## config.mk

```make
export PLATFORM = sky130hd
export DESIGN_NAME = stereo_line_interleaver_flat
export DESIGN_NICKNAME = d
export VERILOG_FILES = /design/src/rtl/stereo_line_interleaver_if.sv /design/src/rtl/stereo_line_interleaver.sv /design/src/flat_wrapper.sv
export SDC_FILE = /design/constraint.sdc
export NUM_CORES = 1
export LEC_CHECK = 0
export ABC_AREA = 1
export BUFFER_PORTS_ARGS = -buffer_cell sky130_fd_sc_hd__buf_2
export CORE_ASPECT_RATIO = 0.9
export CORE_MARGIN = 2
export CORE_UTILIZATION = 59
export DETAILED_ROUTE_END_ITERATION = 6
export PLACE_DENSITY = 0.86
export SETUP_SLACK_MARGIN = 0.4
export SLEW_MARGIN = 20
export SYNTH_ARGS = -nofsm -noshare
export SYNTH_HDL_FRONTEND = slang
export SYNTH_SLANG_ARGS = --single-unit
```

## constraint.sdc

```tcl
create_clock -name aclk -period 5.9 [get_ports aclk]
set_input_delay 0.59 -clock aclk [delete_from_list [all_inputs] [get_ports aclk]]
set_output_delay 0.59 -clock aclk [all_outputs]
set_load 0.02 [all_outputs]
```

## src/rtl/stereo_line_interleaver_if.sv

```systemverilog
// stereo_line_interleaver_if: AXI4-Stream bundle for the camera inputs and the interleaved output.
interface stereo_line_interleaver_if #(parameter int DATA_W = 32);
    logic [DATA_W-1:0] tdata;
    logic              tvalid;
    logic              tready;
    logic              tuser;
    logic              tlast;
    logic              tdest;
    modport master (output tdata, tvalid, tuser, tlast, tdest, input tready);
    modport slave  (input tdata, tvalid, tuser, tlast, output tready);
endinterface

```

## src/rtl/stereo_line_interleaver.sv

```systemverilog
// stereo_line_interleaver: merges left/right camera streams line by line (L0,R0,L1,R1,...),
// realigning on SOF and buffering the output through a 2-entry skid register.
module stereo_line_interleaver #(
    parameter int LINES  = 480,
    parameter int DATA_W = 32
) (
    input  logic                             aclk,
    input  logic                             aresetn,
    stereo_line_interleaver_if.slave         s0,
    stereo_line_interleaver_if.slave         s1,
    stereo_line_interleaver_if.master        m,
    output logic                             sync_err,
    output logic [15:0]                      resync_cnt
);
    localparam int LW = (LINES > 1) ? $clog2(LINES) : 1;
    localparam int BW = DATA_W + 3;
    localparam logic [LW-1:0] LAST = LW'(LINES - 1);
    typedef enum logic [1:0] {SYNC, LEFT, RIGHT} state_t;
    state_t        state_q, state_d;
    logic [LW-1:0] line_q, line_d;
    logic          beat0_q, beat0_d, run_q;
    logic [1:0]    cnt_q, cnt_d;
    logic [BW-1:0] head_q, head_d, tail_q, tail_d, in_beat;
    logic          sync_err_q, sync_err_d;
    logic [15:0]   resync_q, resync_d;
    logic          first, space, push, pop, err, in_last, sof_pair;
    always_comb begin
        first     = (line_q == '0) && beat0_q;
        space     = cnt_q != 2'd2;
        // a tuser beat is only accepted as the frame's opening beat; anywhere else it is held
        s0.tready = run_q && ((state_q == SYNC) ? !s0.tuser : (state_q == LEFT) && space && (first || !s0.tuser));
        s1.tready = run_q && ((state_q == SYNC) ? !s1.tuser : (state_q == RIGHT) && space && (first || !s1.tuser));
        err       = ((state_q == LEFT) && s0.tvalid && s0.tuser && !first) ||
                    ((state_q == RIGHT) && s1.tvalid && s1.tuser && !first);
        push      = ((state_q == LEFT) && s0.tvalid && s0.tready) || ((state_q == RIGHT) && s1.tvalid && s1.tready);
        in_last   = (state_q == RIGHT) ? s1.tlast : s0.tlast;
        in_beat   = (state_q == RIGHT) ? {1'b1, first, s1.tlast, s1.tdata} : {1'b0, first, s0.tlast, s0.tdata};
        sof_pair  = run_q && s0.tvalid && s0.tuser && s1.tvalid && s1.tuser;
        pop       = (cnt_q != 2'd0) && m.tready;
        cnt_d     = cnt_q + {1'b0, push} - {1'b0, pop};
        head_d    = (pop && cnt_q == 2'd2) ? tail_q : (push && (cnt_q == 2'd0 || pop)) ? in_beat : head_q;
        tail_d    = (push && cnt_q == 2'd1 && !pop) ? in_beat : tail_q;
        state_d   = state_q;
        line_d    = line_q;
        beat0_d   = beat0_q;
        if (state_q == SYNC) begin
            state_d = sof_pair ? LEFT : SYNC;
            line_d  = '0;
            beat0_d = 1'b1;
        end else if (err) begin
            state_d = SYNC;
        end else if (push) begin
            beat0_d = in_last;
            if (in_last && state_q == LEFT) state_d = RIGHT;
            if (in_last && state_q == RIGHT) begin
                state_d = (line_q == LAST) ? SYNC : LEFT;
                line_d  = (line_q == LAST) ? '0 : line_q + LW'(1);
            end
        end
        sync_err_d = err;
        resync_d   = (err && resync_q != 16'hFFFF) ? resync_q + 16'd1 : resync_q;
    end
    always_ff @(posedge aclk or negedge aresetn) begin
        if (!aresetn) begin
            state_q    <= SYNC;
            line_q     <= '0;
            beat0_q    <= 1'b1;
            run_q      <= 1'b0;
            cnt_q      <= 2'd0;
            head_q     <= '0;
            tail_q     <= '0;
            sync_err_q <= 1'b0;
            resync_q   <= 16'd0;
        end else begin
            state_q    <= state_d;
            line_q     <= line_d;
            beat0_q    <= beat0_d;
            run_q      <= 1'b1;
            cnt_q      <= cnt_d;
            head_q     <= head_d;
            tail_q     <= tail_d;
            sync_err_q <= sync_err_d;
            resync_q   <= resync_d;
        end
    end
    assign m.tvalid = cnt_q != 2'd0;
    assign {m.tdest, m.tuser, m.tlast, m.tdata} = head_q;
    assign sync_err   = sync_err_q;
    assign resync_cnt = resync_q;
endmodule

```

## src/flat_wrapper.sv

```systemverilog
// flat-port wrapper written by rule: the top's interface ports become plain ports
module stereo_line_interleaver_flat 
#(
    parameter int LINES  = 480,
    parameter int DATA_W = 32
)
  (aclk, aresetn, sync_err, resync_cnt, s0_tdata, s0_tvalid, s0_tuser, s0_tlast, s0_tready, s1_tdata, s1_tvalid, s1_tuser, s1_tlast, s1_tready, m_tdata, m_tvalid, m_tuser, m_tlast, m_tdest, m_tready);
  stereo_line_interleaver_if #(.DATA_W(DATA_W)) s0_i ();
  stereo_line_interleaver_if #(.DATA_W(DATA_W)) s1_i ();
  stereo_line_interleaver_if #(.DATA_W(DATA_W)) m_i ();
  input  logic aclk;
  input  logic aresetn;
  output logic sync_err;
  output logic [15:0] resync_cnt;
  input wire logic [$bits(s0_i.tdata)-1:0] s0_tdata;
  input wire logic [$bits(s0_i.tvalid)-1:0] s0_tvalid;
  input wire logic [$bits(s0_i.tuser)-1:0] s0_tuser;
  input wire logic [$bits(s0_i.tlast)-1:0] s0_tlast;
  output wire logic [$bits(s0_i.tready)-1:0] s0_tready;
  input wire logic [$bits(s1_i.tdata)-1:0] s1_tdata;
  input wire logic [$bits(s1_i.tvalid)-1:0] s1_tvalid;
  input wire logic [$bits(s1_i.tuser)-1:0] s1_tuser;
  input wire logic [$bits(s1_i.tlast)-1:0] s1_tlast;
  output wire logic [$bits(s1_i.tready)-1:0] s1_tready;
  output wire logic [$bits(m_i.tdata)-1:0] m_tdata;
  output wire logic [$bits(m_i.tvalid)-1:0] m_tvalid;
  output wire logic [$bits(m_i.tuser)-1:0] m_tuser;
  output wire logic [$bits(m_i.tlast)-1:0] m_tlast;
  output wire logic [$bits(m_i.tdest)-1:0] m_tdest;
  input wire logic [$bits(m_i.tready)-1:0] m_tready;
  assign s0_i.tdata = s0_tdata;
  assign s0_i.tvalid = s0_tvalid;
  assign s0_i.tuser = s0_tuser;
  assign s0_i.tlast = s0_tlast;
  assign s0_tready = s0_i.tready;
  assign s1_i.tdata = s1_tdata;
  assign s1_i.tvalid = s1_tvalid;
  assign s1_i.tuser = s1_tuser;
  assign s1_i.tlast = s1_tlast;
  assign s1_tready = s1_i.tready;
  assign m_tdata = m_i.tdata;
  assign m_tvalid = m_i.tvalid;
  assign m_tuser = m_i.tuser;
  assign m_tlast = m_i.tlast;
  assign m_tdest = m_i.tdest;
  assign m_i.tready = m_tready;
  stereo_line_interleaver #(.LINES(LINES), .DATA_W(DATA_W)) u_core (.aclk(aclk), .aresetn(aresetn), .s0(s0_i), .s1(s1_i), .m(m_i), .sync_err(sync_err), .resync_cnt(resync_cnt));
endmodule
```

==> results of run 1 <==
-- synth_stat cells (3+ instances only) --
master                     number  area, µm²
sky130_fd_sc_hd__o21ai_0       16       80.1
sky130_fd_sc_hd__nand3_1      105        526
sky130_fd_sc_hd__nand4_1        6       37.5
sky130_fd_sc_hd__xnor2_1        5       43.8
sky130_fd_sc_hd__buf_12         3       60.1
sky130_fd_sc_hd__a21oi_1        5       25.0
sky130_fd_sc_hd__nand3_2       23        230
sky130_fd_sc_hd__nor3_1        12       60.1
sky130_fd_sc_hd__nand2_4        3       33.8
sky130_fd_sc_hd__xor2_1        13        114
sky130_fd_sc_hd__nor2_1        22       82.6
sky130_fd_sc_hd__ha_1           5       62.6
sky130_fd_sc_hd__buf_6          6       67.6
sky130_fd_sc_hd__inv_1         37        139
sky130_fd_sc_hd__buf_2          7       35.0
sky130_fd_sc_hd__inv_2          4       15.0
sky130_fd_sc_hd__clkbuf_1      11       41.3
sky130_fd_sc_hd__buf_4          7       52.6
sky130_fd_sc_hd__nand2_1      374       1400
sky130_fd_sc_hd__buf_1          4       15.0
sky130_fd_sc_hd__dfrtp_1      101       2530
-- placed cells by master (no fill, tap or decap), types with 6 or more instances in the layout --
master                     netlist  final
sky130_fd_sc_hd__buf_2           7    126
sky130_fd_sc_hd__clkbuf_8        0     10
sky130_fd_sc_hd__dfrtp_1       101    101
sky130_fd_sc_hd__inv_1          37     37
sky130_fd_sc_hd__nand2_1       374    374
sky130_fd_sc_hd__nand3_1       105    105
sky130_fd_sc_hd__nand3_2        23     23
sky130_fd_sc_hd__nand4_1         6      6
sky130_fd_sc_hd__nor2_1         22     21
sky130_fd_sc_hd__nor3_1         12     11
sky130_fd_sc_hd__o21ai_0        16     16
sky130_fd_sc_hd__xor2_1         13     13
-- stage by stage --
| step | worst slack (ps) | std cells |
|---|---|---|
| 6_report | 2690 | 1019 |
| 5_1_grt | 2370 | 1019 |
| 4_1_cts | 2650 | 1019 |
| 3_5_place_dp | 2660 | 1003 |
| 3_3_place_gp | 2760 | 1003 |
| 2_1_floorplan | 3920 | 784 |
-- power by group --
group	switching [µW]	total, µW	internal (µW)
combinational	510	735	225
clock	256	427	171
sequential	73.7	904	830
-- state kept, by name (all words and copies together), names as in the netlist --
signal             flops
u_core.tail_q         35
u_core.head_q         35
u_core.cnt_q           2
u_core.state_q         2
u_core.beat0_q         1
u_core.run_q           1
u_core.line_q          9
u_core.resync_cnt     16
u_core.sync_err        1
-- worst max-delay path: stages (launching register included) --
cell and delay [ps]:
sky130_fd_sc_hd__dfrtp_1 430, sky130_fd_sc_hd__inv_2 80, sky130_fd_sc_hd__nor2_4 610, sky130_fd_sc_hd__inv_2 470
sky130_fd_sc_hd__nor2_2 240, sky130_fd_sc_hd__nand3_4 130, sky130_fd_sc_hd__nand2_4 450, sky130_fd_sc_hd__nand2_4 380
sky130_fd_sc_hd__nand2_1 150, sky130_fd_sc_hd__o21ai_0 80
-- final timing paths --
| path | slack (ps) | end | cells past startpoint |
|---|---|---|---|
| setup / recovery | 2690 | u_core.tail_q[34] | 9 |
| hold / removal | 110 | u_core.head_q[30] | 1 |
| setup reg to reg | 2690 | u_core.tail_q[34] | 9 |
| hold reg to reg | 480 | u_core.tail_q[2] | 2 |
| max in group asynchronous | 4550 | u_core.tail_q[16] | 2 |
| min in group aclk | 480 | u_core.tail_q[2] | 2 |
-- layer usage --
metal	wire length (µm)	global-route usage, %	vias to the layer above	share of wire, %
li1	-	-	2687	-
met1	5900	34.3	2484	45
met2	6180	42.5	156	47
met3	898	7.41	12	6.8
met4	151	6.02	0	1.2
met5	0	0	-	0
-- kinds of logic (layout without fill, tap and decap cells) --
kind of cell               count (synthesis)  in the layout
and+or+nand+nor                          554            554
buffers and inverters                     79            188
other                                      1              1
adders and majority gates                  5              5
AOI/OAI and AO/OA                         25             25
xor gates and xnor gates                  18             18
DFF                                      102            102
-- area by class of cell --
| cell class | instances | share of cell area [%] |
|---|---|---|
| clock inverters | 6 | 0.801 |
| multi-input cells | 603 | 43.2 |
| inverters | 41 | 2.37 |
| clock buffers | 10 | 2.10 |
| well taps | 126 | 2.40 |
| flip-flops and latches | 102 | 38.9 |
| repair buffers | 131 | 10.2 |
==> results list, run 1 <==
- Minimum hold slack: 112 ps
- FF+latch area: ~2600 µm²
- The first global-routing pass estimated roughly 22000 µm of wire.
* Number of buffers added for setup after CTS: 0
* Post-synthesis average cell area: 7.40 µm²
- Clock period minus final worst setup slack: around 3200 ps
- Count of flip-flops with a built-in enable after synthesis: 0
- Number of global-route vias before repair: roughly 5000
- Flip-flop and latch count after synthesis: between 100 and 150
- Summed over all layers, the global routing overflow is 0.
- After legalization and detailed placement, the total HPWL measured 8890 µm.
- In the routed layout, each cell is associated on average with a via count of between 5 and 6.
- Summed over all failing endpoints, the final setup total negative slack is 0 ps.
* Fraction of layout cells with a size suffix above 1: between 20% and 30%
- The initial utilization of the core area, before any placement, comes to about three fifths.
- Summing the areas of all xor and xnor instances in the mapped netlist gives under 10% of the synthesized area.
- Post-Syn Area: a little under 6000 µm²
* Asr flop ratio synth: between 90% and 100%
* Share of the cycle needed by the critical path after routing: ~54%
- In this run the tool buffered the top-level ports with about 130 buffer cells.
- Initial antenna violation count: 0
* Worst setup startpoint: u_core.state_q[1]
- Longest Clk Path Bufs: 2
- Total Die Area: approximately 11000 µm²
- Wire length per cell after detailed routing: between 10 and 15 µm
- Most used DFF post-synth: sky130_fd_sc_hd__dfrtp_1
- Total CTS buffers: 9
* TritonCTS clock tree: done
- Yosys printed 0 warnings.
- Fraction of the mapped netlist area in adder cells: under 10%
- The die is around 110 µm wide.
- Number of nets with antenna violations after routing: 0
- Fraction of the yosys area taken by sequential cells: 44.0%
- Setup repair after global routing missed its margin: no
- Die Ht: approximately 100 µm
- After synthesis, the largest family of logic cells by area is simple AND/OR/NAND/NOR gates.
- The first routing iteration left between 300 and 400 violations.
- Total of endpoints with negative setup slack in the final report: 0
- Number of H-tree levels: 3
* Boundary pin count: ~130
- Summing the areas of all compound-gate instances in the mapped netlist gives between 2 and 2.5% of the synthesized area.
- Wire length after detailed routing: between 10000 and 15000 µm
* Cells after synthesis: approximately 780
* Post-Synth Simple-Gate Area: between 40% and 50%
* Cell area after layout: around 6600 µm²
- Once placement finished, the instance area stood at about 6400 µm².
- Routability-driven placement finished with a final weighted congestion of about 0.85.
- Total power: 2070 µW
* Slew Viols, Final: 0
- Hold repair after CTS inserted 0 buffers.
* Tightest slew margin relative to the limit: about two fifths
* Synth-to-layout area growth: 13.1%
- R2r startpoint: u_core.state_q[1]
- Clock root buffer: sky130_fd_sc_hd__clkbuf_8
* First-pass iteration count of the detailed router: 7
* Arr. time, crit path: 3440 ps
- Based on the critical path, the design can be clocked at up to between 300 and 400 MHz.
* Fillers: between 800 and 900
* Multiplexer share of the synthesized area: 0%
- STA puts the critical path data required time at between 6000 and 7000 ps.
- STA classifies the critical path startpoint as a flop.
* Via total after detailed routing: 5339
- In the routed design, unresolved DRC markers number 0.
- Power density over the cells: 315 nW/µm²
- Distinct cells, synth: 33
- STA classifies the critical path endpoint as a flop.
- Maximum Capacitance Violations: 0
- Clock skew on the completed layout was measured at approximately 12 ps.
- Category of the most critical setup path: reg2reg
- Once the clock tree was built, the resizer swapped 0 gates to a different size.
* Layout Nets: a little under 1000
- Fin util: between 60 and 70%
- Core Footprint: roughly 9600 µm²
* Clock transition at the registers of the reported paths: around 100 ps
- Hold WC Path Type: in2async
* Number of nets produced by synthesis: between 800 and 900
* Actual slew at the worst max-slew pin: 919 ps
- Global routing consumed, over all layers together, between 20% and 30% of the routing resources.
* Area of the multi-input gates: ~2800 µm²
- Largest fanout on the critical path: 40
- Status: finished, final reports clean
- The analysis attributes to cell leakage a power of approximately 0.0037 µW.
- Worst-skew pair later-pin latency: roughly 370 ps
- IR Drop Worst-Case VDD: 169 µV
- Final hold violation count: 0
- The number of antenna diodes in the final layout is 0.
- Entering global routing, the biggest net connects 75 pins.
- The tree built by TritonCTS fans out to between 100 and 150 sinks.
- Number of placement rows: 34
Note: power is estimated with default switching activity, not from simulation.
==> run 2, diff against run 1 <==
--- a/config.mk
+++ b/config.mk
@@ -5,13 +5,13 @@
 export SDC_FILE = /design/constraint.sdc
 export NUM_CORES = 1
 export LEC_CHECK = 0
-export ABC_AREA = 1
+export ABC_AREA = 0
 export BUFFER_PORTS_ARGS = -buffer_cell sky130_fd_sc_hd__buf_2
 export CORE_ASPECT_RATIO = 0.9
 export CORE_MARGIN = 2
-export CORE_UTILIZATION = 59
+export CORE_UTILIZATION = 54
 export DETAILED_ROUTE_END_ITERATION = 6
-export PLACE_DENSITY = 0.86
+export PLACE_DENSITY = 0.81
 export SETUP_SLACK_MARGIN = 0.4
 export SLEW_MARGIN = 20
 export SYNTH_ARGS = -nofsm -noshare
==> constraint.sdc (replaced) <==
create_clock -name aclk -period 3.2 [get_ports aclk]
set_input_delay 0.32 -clock aclk [delete_from_list [all_inputs] [get_ports aclk]]
set_output_delay 0.32 -clock aclk [all_outputs]
set_load 0.02 [all_outputs]
==> run 2 against run 1 <==
Net effect: the run now ends with hold timing left; final area fell by 5.5%; non-clock buffer count increased by 6; fmax up 20%; first-iteration DRC count down 29%; combinational power rose to 2.7 times the previous value; global-route usage shrank 3.8 points; critical path type unchanged; largest cell class is now registers.
==> results list, run 2 <==
- Status: complete, but fails checks (was finished, final reports clean)
- Failing checks: hold timing
- Most used DFF post-synth: sky130_fd_sc_hd__dfrtp_1 (unchanged)
- The actual slew at the worst max-slew pin came to 770 ps (was 919 ps).
- The master cell of the clock root buffer is sky130_fd_sc_hd__clkbuf_8 (unchanged).
- The number of iterations in the first detailed-routing pass is 4 (was 7).
* Met3 layer usage reported by global route: 4.96% (was 7.41%)
- GRT overflow: 0 (unchanged)
- Fraction of layout cells with a size suffix above 1: 25.5% (was 20.9%)
* Number of H-tree levels: 3 (unchanged)
* Remaining design rule violation count: 0 (unchanged)
* Slew Viols, Final: 0 (unchanged)
- Largest clock skew in the final design: 12.0 ps (was 12.2 ps)
* Commonest non-fill, non-tap cell in the layout: sky130_fd_sc_hd__nand2_1 (unchanged)
- IR Drop Worst-Case VDD: 346 µV (was 169 µV)
* Longest Clk Path Bufs: 2 (unchanged)
- Die boundary width: 108 µm (about the same)
- Layout Nets: 756 (was 966)
- Largest net degree at the start of global routing: 89 (was 75)
* Commonest cells after routing, fill and taps aside: 150 x sky130_fd_sc_hd__nand2_1, 126 x sky130_fd_sc_hd__buf_2, 101 x sky130_fd_sc_hd__dfrtp_1 (was 374 x sky130_fd_sc_hd__nand2_1, 126 x sky130_fd_sc_hd__buf_2, 105 x sky130_fd_sc_hd__nand3_1)
- The initial cell density of the core came to 54.9% (was 60.3%).
- The area of the core came to 9530 µm² (was 9610 µm²).
- The CTS buffer count is 9 (unchanged).
- Hold WC Path Type: in2async (unchanged)
- Antenna fix cells: 0 (unchanged)
- Number of nets produced by synthesis: 644 (was 862)
* Post-synthesis average cell area: 9.25 µm² (was 7.40 µm²)
* Global routing usage on met2: 36.1% (was 42.5%)
* Clock Sink Count: 102 (unchanged)
- The time the final worst path needs with I/O delays and setup is 2670 ps (was 3210 ps).
* Hold Buf Count CTS: 0 (unchanged)
* Fraction of the yosys area taken by sequential cells: 48.8% (was 44.0%)
- The total power of the final layout was 4890 µW (was 2070 µW).
- IO buf count: 127 (unchanged)
* Distinct cells, synth: 49 (was 33)
- Wire length after detailed routing: 11100 µm (was 13100 µm)
* Total Die Area: 10500 µm² (was 10600 µm²)
* Asr flop ratio synth: 100% (unchanged)
- The hold slack was -31.7 ps (was 112 ps).
- Flip-flop and latch count after synthesis: 102 (unchanged)
- Yosys synthesis warning count: 0 (unchanged)
* CP startpoint kind: flop (unchanged)
- The largest area contributor in the netlist is sky130_fd_sc_hd__dfrtp_1 (unchanged).
* Final hold violation count: 9 (was 0)
- The chip height came to 97.4 µm (was 98.0 µm).
* Boundary pin count: 128 (unchanged)
- The cell area after technology mapping is 5240 µm² (was 5800 µm²).
* Via total after detailed routing: 4291 (was 5339)
- The area growth from synthesis to layout is 18.3% (was 13.1%).
- The required arrival time at the worst endpoint came to 3480 ps (was 6130 ps).
* Global routing met1 resource utilization: 29.0% (was 34.3%)
- Leading post-synthesis cells by cell area: sky130_fd_sc_hd__dfrtp_1 48%, sky130_fd_sc_hd__nand2_1 11%, sky130_fd_sc_hd__mux2_1 7.5% (was sky130_fd_sc_hd__dfrtp_1 44%, sky130_fd_sc_hd__nand2_1 24%, sky130_fd_sc_hd__nand3_1 9.1%)
- The via count of the first global-routing pass is 4182 (was 4994).
- The number of nets with antenna violations after routing came to 0 (unchanged).
* Average vias per placed instance: 5.30 (was 5.24)
- Crit path capture type: flop (unchanged)
- The wire length of the first global-routing pass is 18900 µm (was 22500 µm).
- The arrival time of the worst setup path was 2940 ps (was 3440 ps).
* Power density over the cells: 790 nW/µm² (was 315 nW/µm²)
* Setup repair after global routing missed its margin: yes (was no)
- The clock latency on the worst-skew pair came to 380 ps (was 370 ps).
- All-Layer GR Usage: 22.2% (was 26.0%)
- The maximum operating frequency was 375 MHz (was 312 MHz).
* Gr busiest metal: met2 (unchanged)
- Initial antenna violation count: 0 (unchanged)
- Fillers: 770 (was 855)
- The portion of synthesized cell area occupied by the leading cell type is 48.3% (was 43.6%).
- TritonCTS clock tree: done (unchanged)
- Cell types with the highest counts after synthesis: 150 x sky130_fd_sc_hd__nand2_1, 101 x sky130_fd_sc_hd__dfrtp_1, 42 x sky130_fd_sc_hd__nor2_1, 35 x sky130_fd_sc_hd__mux2_1, 35 x sky130_fd_sc_hd__o31ai_1 (was 374 x sky130_fd_sc_hd__nand2_1, 105 x sky130_fd_sc_hd__nand3_1, 101 x sky130_fd_sc_hd__dfrtp_1, 37 x sky130_fd_sc_hd__inv_1, 23 x sky130_fd_sc_hd__nand3_2)
* Post-DP HPWL: 7750 µm (was 8890 µm)
* Largest fanout on the critical path: 6 (was 40)
* Number of placement rows: 34 (unchanged)
- Leakage power: 0.00318 µW (was 0.00373 µW)
- 1st-iter DRT viols: 252 (was 354)
* Last weighted congestion value of the routability-driven placer: 0.841 (was 0.849)
* Category of the most critical setup path: reg2reg (unchanged)
* Wire length per cell after detailed routing: 13.8 µm (was 12.9 µm)
* Maximum Capacitance Violations: 0 (unchanged)
- The most frequent cell after synthesis was sky130_fd_sc_hd__nand2_1 (unchanged).
- The number of flops mapped to enable cells by yosys came to 0 (unchanged).
- Tightest slew margin relative to the limit: 48.7% (was 38.8%)
- The gate count of the mapped netlist is 566 (was 784).
* Clock transition at the registers of the reported paths: 100 ps (about the same)
- Summed negative setup slack over all endpoints: 0 ps (unchanged)
- Share of the cycle needed by the critical path after routing: 83.3% (was 54.4%)
* Total of endpoints with negative setup slack in the final report: 0 (unchanged)
## run 2: cell count changes after synthesis, sizes merged, moves of 8 or more
| cell | change |
|---|---|
| buf | -21 |
| mux2 | +39 |
| nand3 | -117 |
| inv | -29 |
| o31ai | +36 |
| nor2b | +34 |
| o21ai | -8 |
| nand2 | -229 |
| nor2 | +18 |
| clkbuf | +19 |
## run 2: final timing paths
kind	from	to	slack, ps	depth (start not counted)
worst max-delay path	u_core.line_q[0]	u_core.line_q[6]	530	7
worst min-delay path	aresetn	u_core.head_q[26]	-30	1
worst max register to register	u_core.line_q[0]	u_core.line_q[6]	530	7
worst min register to register	u_core.head_q[27]	u_core.head_q[27]	480	2
max in group asynchronous	aresetn	u_core.head_q[3]	2490	2
min in group aclk	s1_tlast	u_core.state_q[0]	250	3
## run 2: what timing repair did
item / in CTS / in global routing
resized for setup: 0 / 2
gates cloned: 0 / 0
setup buffers: 1 / 0
pin swaps: 1 / 0
endpoints found under the setup margin: 4 / 25
## run 2: power breakdown
part / total, µW / switching [µW] / leakage (µW) / internal [µW]
logic: 1980 / 1200 / 0.00178 / 786
registers: 2050 / 283 / 0.00131 / 1770
clock network: 856 / 482 / 0.000103 / 374
total: 4890 / 1960 / 0.00318 / 2930
## run 2: worst max-delay path, stage by stage, from the launching register on
cell and delay (ps):
sky130_fd_sc_hd__dfrtp_1 440, sky130_fd_sc_hd__inv_1 90, sky130_fd_sc_hd__ha_1 150, sky130_fd_sc_hd__or3b_2 500
sky130_fd_sc_hd__or3_4 370, sky130_fd_sc_hd__a2111o_1 400, sky130_fd_sc_hd__or2_1 350, sky130_fd_sc_hd__o31ai_1 280
## run 2: routing by layer
| metal | share of wire (%) | vias to the layer above |
|---|---|---|
| li1 | - | 2133 |
| met1 | 45 | 2012 |
| met2 | 47 | 130 |
| met3 | 6.0 | 16 |
| met4 | 2.0 | 0 |
| met5 | 0 | - |
## run 2: metrics by stage
stage	instance area (µm²)	setup slack (ps)	util, %	hold slack [ps]	std cells
3_5_place_dp	5970	376	62.7	462	792
5_1_grt	6190	397	65.0	52.3	809
4_1_cts	6180	472	64.9	159	809
2_1_floorplan	5240	752	-	24.4	566
6_report	6190	533	65.0	-31.7	809
3_3_place_gp	5970	498	62.7	457	792
## run 2: final cells by class
cell class                 count  area [µm²]  area share [%]
clock buffer                   9         124            2.00
tap                          126         158            2.54
timing repair buffer         137         729            11.8
sequential                   102        2550            41.2
inverter                      12        45.0           0.727
clock inverter                 7        80.1            1.29
multi-input combinational    416        2500            40.4
## run 2: kinds of logic (layout without fill, tap and decap cells)
| kind of cell | after synthesis | after routing | share of synthesized area, % |
|---|---|---|---|
| and+or+nand+nor | 286 | 286 | 25.2 |
| buffers and inverters | 48 | 165 | 3.70 |
| muxes | 42 | 42 | 8.96 |
| DFF | 102 | 102 | 48.8 |
| adders and majority gates | 5 | 5 | 1.20 |
| AOI/OAI and AO/OA | 68 | 68 | 9.78 |
| other | 1 | 1 | 0.0716 |
| xor gates and xnor gates | 14 | 14 | 2.34 |
==> run 3, diff against run 2 <==
==> constraint.sdc (replaced) <==
create_clock -name aclk -period 2.57 [get_ports aclk]
set_input_delay 0.257 -clock aclk [delete_from_list [all_inputs] [get_ports aclk]]
set_output_delay 0.257 -clock aclk [all_outputs]
set_load 0.02 [all_outputs]
==> run 3 against run 2 <==
Net effect: the flow now finishes without violations; register-to-register slack worse by 490 ps; die area unchanged; sequential power up 37%; total power up 76%; sequential cell count unchanged; final cell count up 3.8%; sequential share of layout area down 7.6 points; wire length up 48%; first-iteration DRC count up 51%; global-route usage up 6.8 points; utilization up 15 points; critical path type unchanged; largest cell class is now multi-input gates; largest power group is now combinational cells.
==> results list, run 3 (synthesis results as in run 2) <==
* Status: finished, final reports clean (was complete, but fails checks)
- The clock latency on the worst-skew pair came to 400 ps (was 380 ps).
* Cell at the slowest stage of the critical path: sky130_fd_sc_hd__dfrtp_1 (was sky130_fd_sc_hd__or3b_2)
* Clock root buffer: sky130_fd_sc_hd__clkbuf_8 (unchanged)
- Starting utilization of the core area: 54.9% (unchanged)
- The area occupied by multi-input gates came to 3420 µm² (was 2500 µm²).
* Total Die Area: 10500 µm² (unchanged)
* Maximum Capacitance Violations: 0 (unchanged)
- Commonest non-fill, non-tap cell in the layout: sky130_fd_sc_hd__buf_2 (was sky130_fd_sc_hd__nand2_1)
- Post-DP Area: 6170 µm² (was 5970 µm²)
* Combinational share of power: 54.5% (was 40.5%)
- The worst hold path begins at s1_tlast.
- Tightest slew margin relative to the limit: 50.8% (was 48.7%)
- Reported net switching power: 3750 µW (was 1960 µW)
- The number of buffers added on ports is 127 (unchanged).
- Summed negative setup slack over all endpoints: 0 ps (unchanged)
- Synth-to-layout area growth: 45.4% (was 18.3%)
- The antenna cell count is 0 (unchanged).
* Via total after detailed routing: 4912 (was 4291)
* Wire length after detailed routing: 16400 µm (was 11100 µm)
- Longest Clk Path Bufs: 2 (unchanged)
- Layout Nets: 787 (was 756)
- Largest net degree at the start of global routing: 56 (was 89)
* Clock transition at the registers of the reported paths: 100 ps (about the same)
* Die Ht: 97.4 µm (unchanged)
- Wire length per cell after detailed routing: 19.6 µm (was 13.8 µm)
- Fmax achieved: 396 MHz (was 375 MHz)
* Critical path's largest stage delay: 420 ps (was 500 ps)
- Slew Viols, Final: 0 (unchanged)
* Arr. time, crit path: 2790 ps (was 2940 ps)
* Commonest cells after routing, fill and taps aside: 124 x sky130_fd_sc_hd__buf_2, 115 x sky130_fd_sc_hd__nand2_1, 99 x sky130_fd_sc_hd__dfrtp_1 (was 150 x sky130_fd_sc_hd__nand2_1, 126 x sky130_fd_sc_hd__buf_2, 101 x sky130_fd_sc_hd__dfrtp_1)
- Crit-path cells: inv_1 > ha_1 > or3b_4 > a2111oi_4 > a211o_1 > nand3_4 > clkbuf_16 > mux2_4 (was inv_1 > ha_1 > or3b_2 > or3_4 > a2111o_1 > or2_1 > o31ai_1).
- The count of fill cells added during filler insertion came to 507 (was 770).
- CP startpoint kind: flop (unchanged)
- GRT overflow: 0 (unchanged)
- Post-DP HPWL: 8300 µm (was 7750 µm)
- Internal power contribution: 4850 µW (was 2930 µW)
- The per-cell via count in the routed design is 5.85 (was 5.30).
* Data required time of the worst path: 2840 ps (was 3480 ps)
- Setup repair after global routing missed its margin: yes (unchanged)
- The number of antenna violations at the first check in global routing was 1 (was 0).
- Hold WC Path Type: in2reg (was in2async)
- The number of rows created at floorplan came to 34 (unchanged).
- 1st-iter DRT viols: 380 (was 252)
- Fraction of layout cells with a size suffix above 1: 44.8% (was 25.5%)
* Remaining design rule violation count: 0 (unchanged)
* Power density over the cells: 1130 nW/µm² (was 790 nW/µm²)
* Total of endpoints with negative setup slack in the final report: 0 (unchanged)
- The maximum VDD drop is 727 µV (was 346 µV).
- The CTS tree was done (unchanged).
- The sequential cell area was 2560 µm² (was 2550 µm²).
* Largest fanout on the critical path: 9 (was 6)
- The relative contribution of sequential cells to total power is 32.5% (was 42.0%).
- The H-tree level count came to 3 (unchanged).
- Number of nets with antenna violations after routing: 0 (unchanged)
- The sink count of the clock tree was 102 (unchanged).
* Actual slew at the worst max-slew pin: 738 ps (was 770 ps)
- Cell area after layout: 7610 µm² (was 6190 µm²)
- The count of pins on the block boundary came to 128 (unchanged).
- Worst setup startpoint: u_core.line_q[0] (unchanged)
- The number of iterations in the first detailed-routing pass was 7 (was 4).
* Number of global-route vias before repair: 4657 (was 4182)
* Part of the power in the clock network: 13.0% (was 17.5%)
* Clock period minus final worst setup slack: 2520 ps (was 2670 ps)
- R2r startpoint: u_core.line_q[0] (unchanged)
- Category of the most critical setup path: reg2reg (unchanged)
- The share of total power consumed by net switching came to 43.6% (was 40.1%).
- Core Footprint: 9530 µm² (unchanged)
- The wire length of the first global-routing pass was 24000 µm (was 18900 µm).
- The final hold violation count came to 0 (was 9).
* All-Layer GR Usage: 29.0% (was 22.2%)
* Leakage power: 0.00382 µW (was 0.00318 µW)
- Die boundary width: 108 µm (unchanged)
- Share of the cycle needed by the critical path after routing: 98.2% (was 83.3%)
- The CTS buffer count was 9 (unchanged).
- The worst setup skew after layout is 30.2 ps (was 12.0 ps).
- Last weighted congestion value of the routability-driven placer: 0.895 (was 0.841)
- Crit path capture type: flop (unchanged)
## run 3: changes by cell type in the layout (fill, tap and decap cells not counted), sizes merged
cell | previous run | this run
clkbuf | 9 | 12
bufbuf | 0 | 1
clkinvlp | 1 | 0
buf | 137 | 163
dlygate4sd3 | 0 | 1
clkinv | 1 | 2
## run 3: path summary, 6_finish.rpt
path / cells past startpoint / slack [ps] / endpoint
worst max-delay path: 8 / 50 / u_core.tail_q[8]
worst min-delay path: 3 / 200 / u_core.state_q[0]
worst max register to register: 8 / 50 / u_core.tail_q[8]
worst min register to register: 1 / 490 / u_core.resync_cnt[8]
max in group asynchronous: 3 / 1370 / u_core.head_q[9]
min in group asynchronous: 2 / 450 / u_core.tail_q[23]
## run 3: metal layers
metal  vias up  part of all wire (%)  GRT usage, %
met3        47                   6.3          6.04
met1      2424                    40          37.4
met4         2                   3.4          8.88
li1       2210                     -             -
met5         -                 0.067             0
met2       229                    50          48.9
## run 3: repair_timing
action                                 in CTS  in global routing
pin swaps                                  49                 11
resized for setup                         143                 34
gates cloned                                8                  5
setup endpoints to repair                  99                102
buffers inserted                            8                  7
hold buffers                                1                  0
endpoints found under the hold margin      53                  0
## run 3: metrics by stage
step	util [%]	power [µW]	hold slack, ps	setup slack (ps)	std cells
finish	79.9	8600	197	47.4	840
global route	79.9	8980	209	18.1	840
CTS	76.3	8000	187	176	828
detailed placement	64.7	5390	360	85.2	795
global placement	64.7	5250	354	186	795
floorplan	-	4550	-38.6	258	566
## run 3: power groups by stage
stage,registers [µW],logic (µW),clock network (µW)
finish,2800,4690,1120
global placement,2580,2670,0
global route,2850,4940,1190
floorplan,2870,1690,0
detailed placement,2610,2770,0
CTS,2690,4220,1090
## run 3: cell type report
cell class | count | area share (%)
Timing Repair Buffer | 168 | 16.0
Inverter | 12 | 0.592
Multi-Input combinational cell | 416 | 45.0
Sequential cell | 102 | 33.6
Clock inverter | 7 | 1.12
Clock buffer | 9 | 1.63
Tap cell | 126 | 2.07
## run 3: critical path: cells and delay by family, from the launching register on
kind / cells / cell delay, ps
flip-flops: 1 / 420
AO/OA/AOI/OAI: 2 / 620
AND/OR/NAND/NOR: 2 / 610
multiplexers: 1 / 300
adder cells (fa/ha/maj): 1 / 130
buffers and inverters: 2 / 340
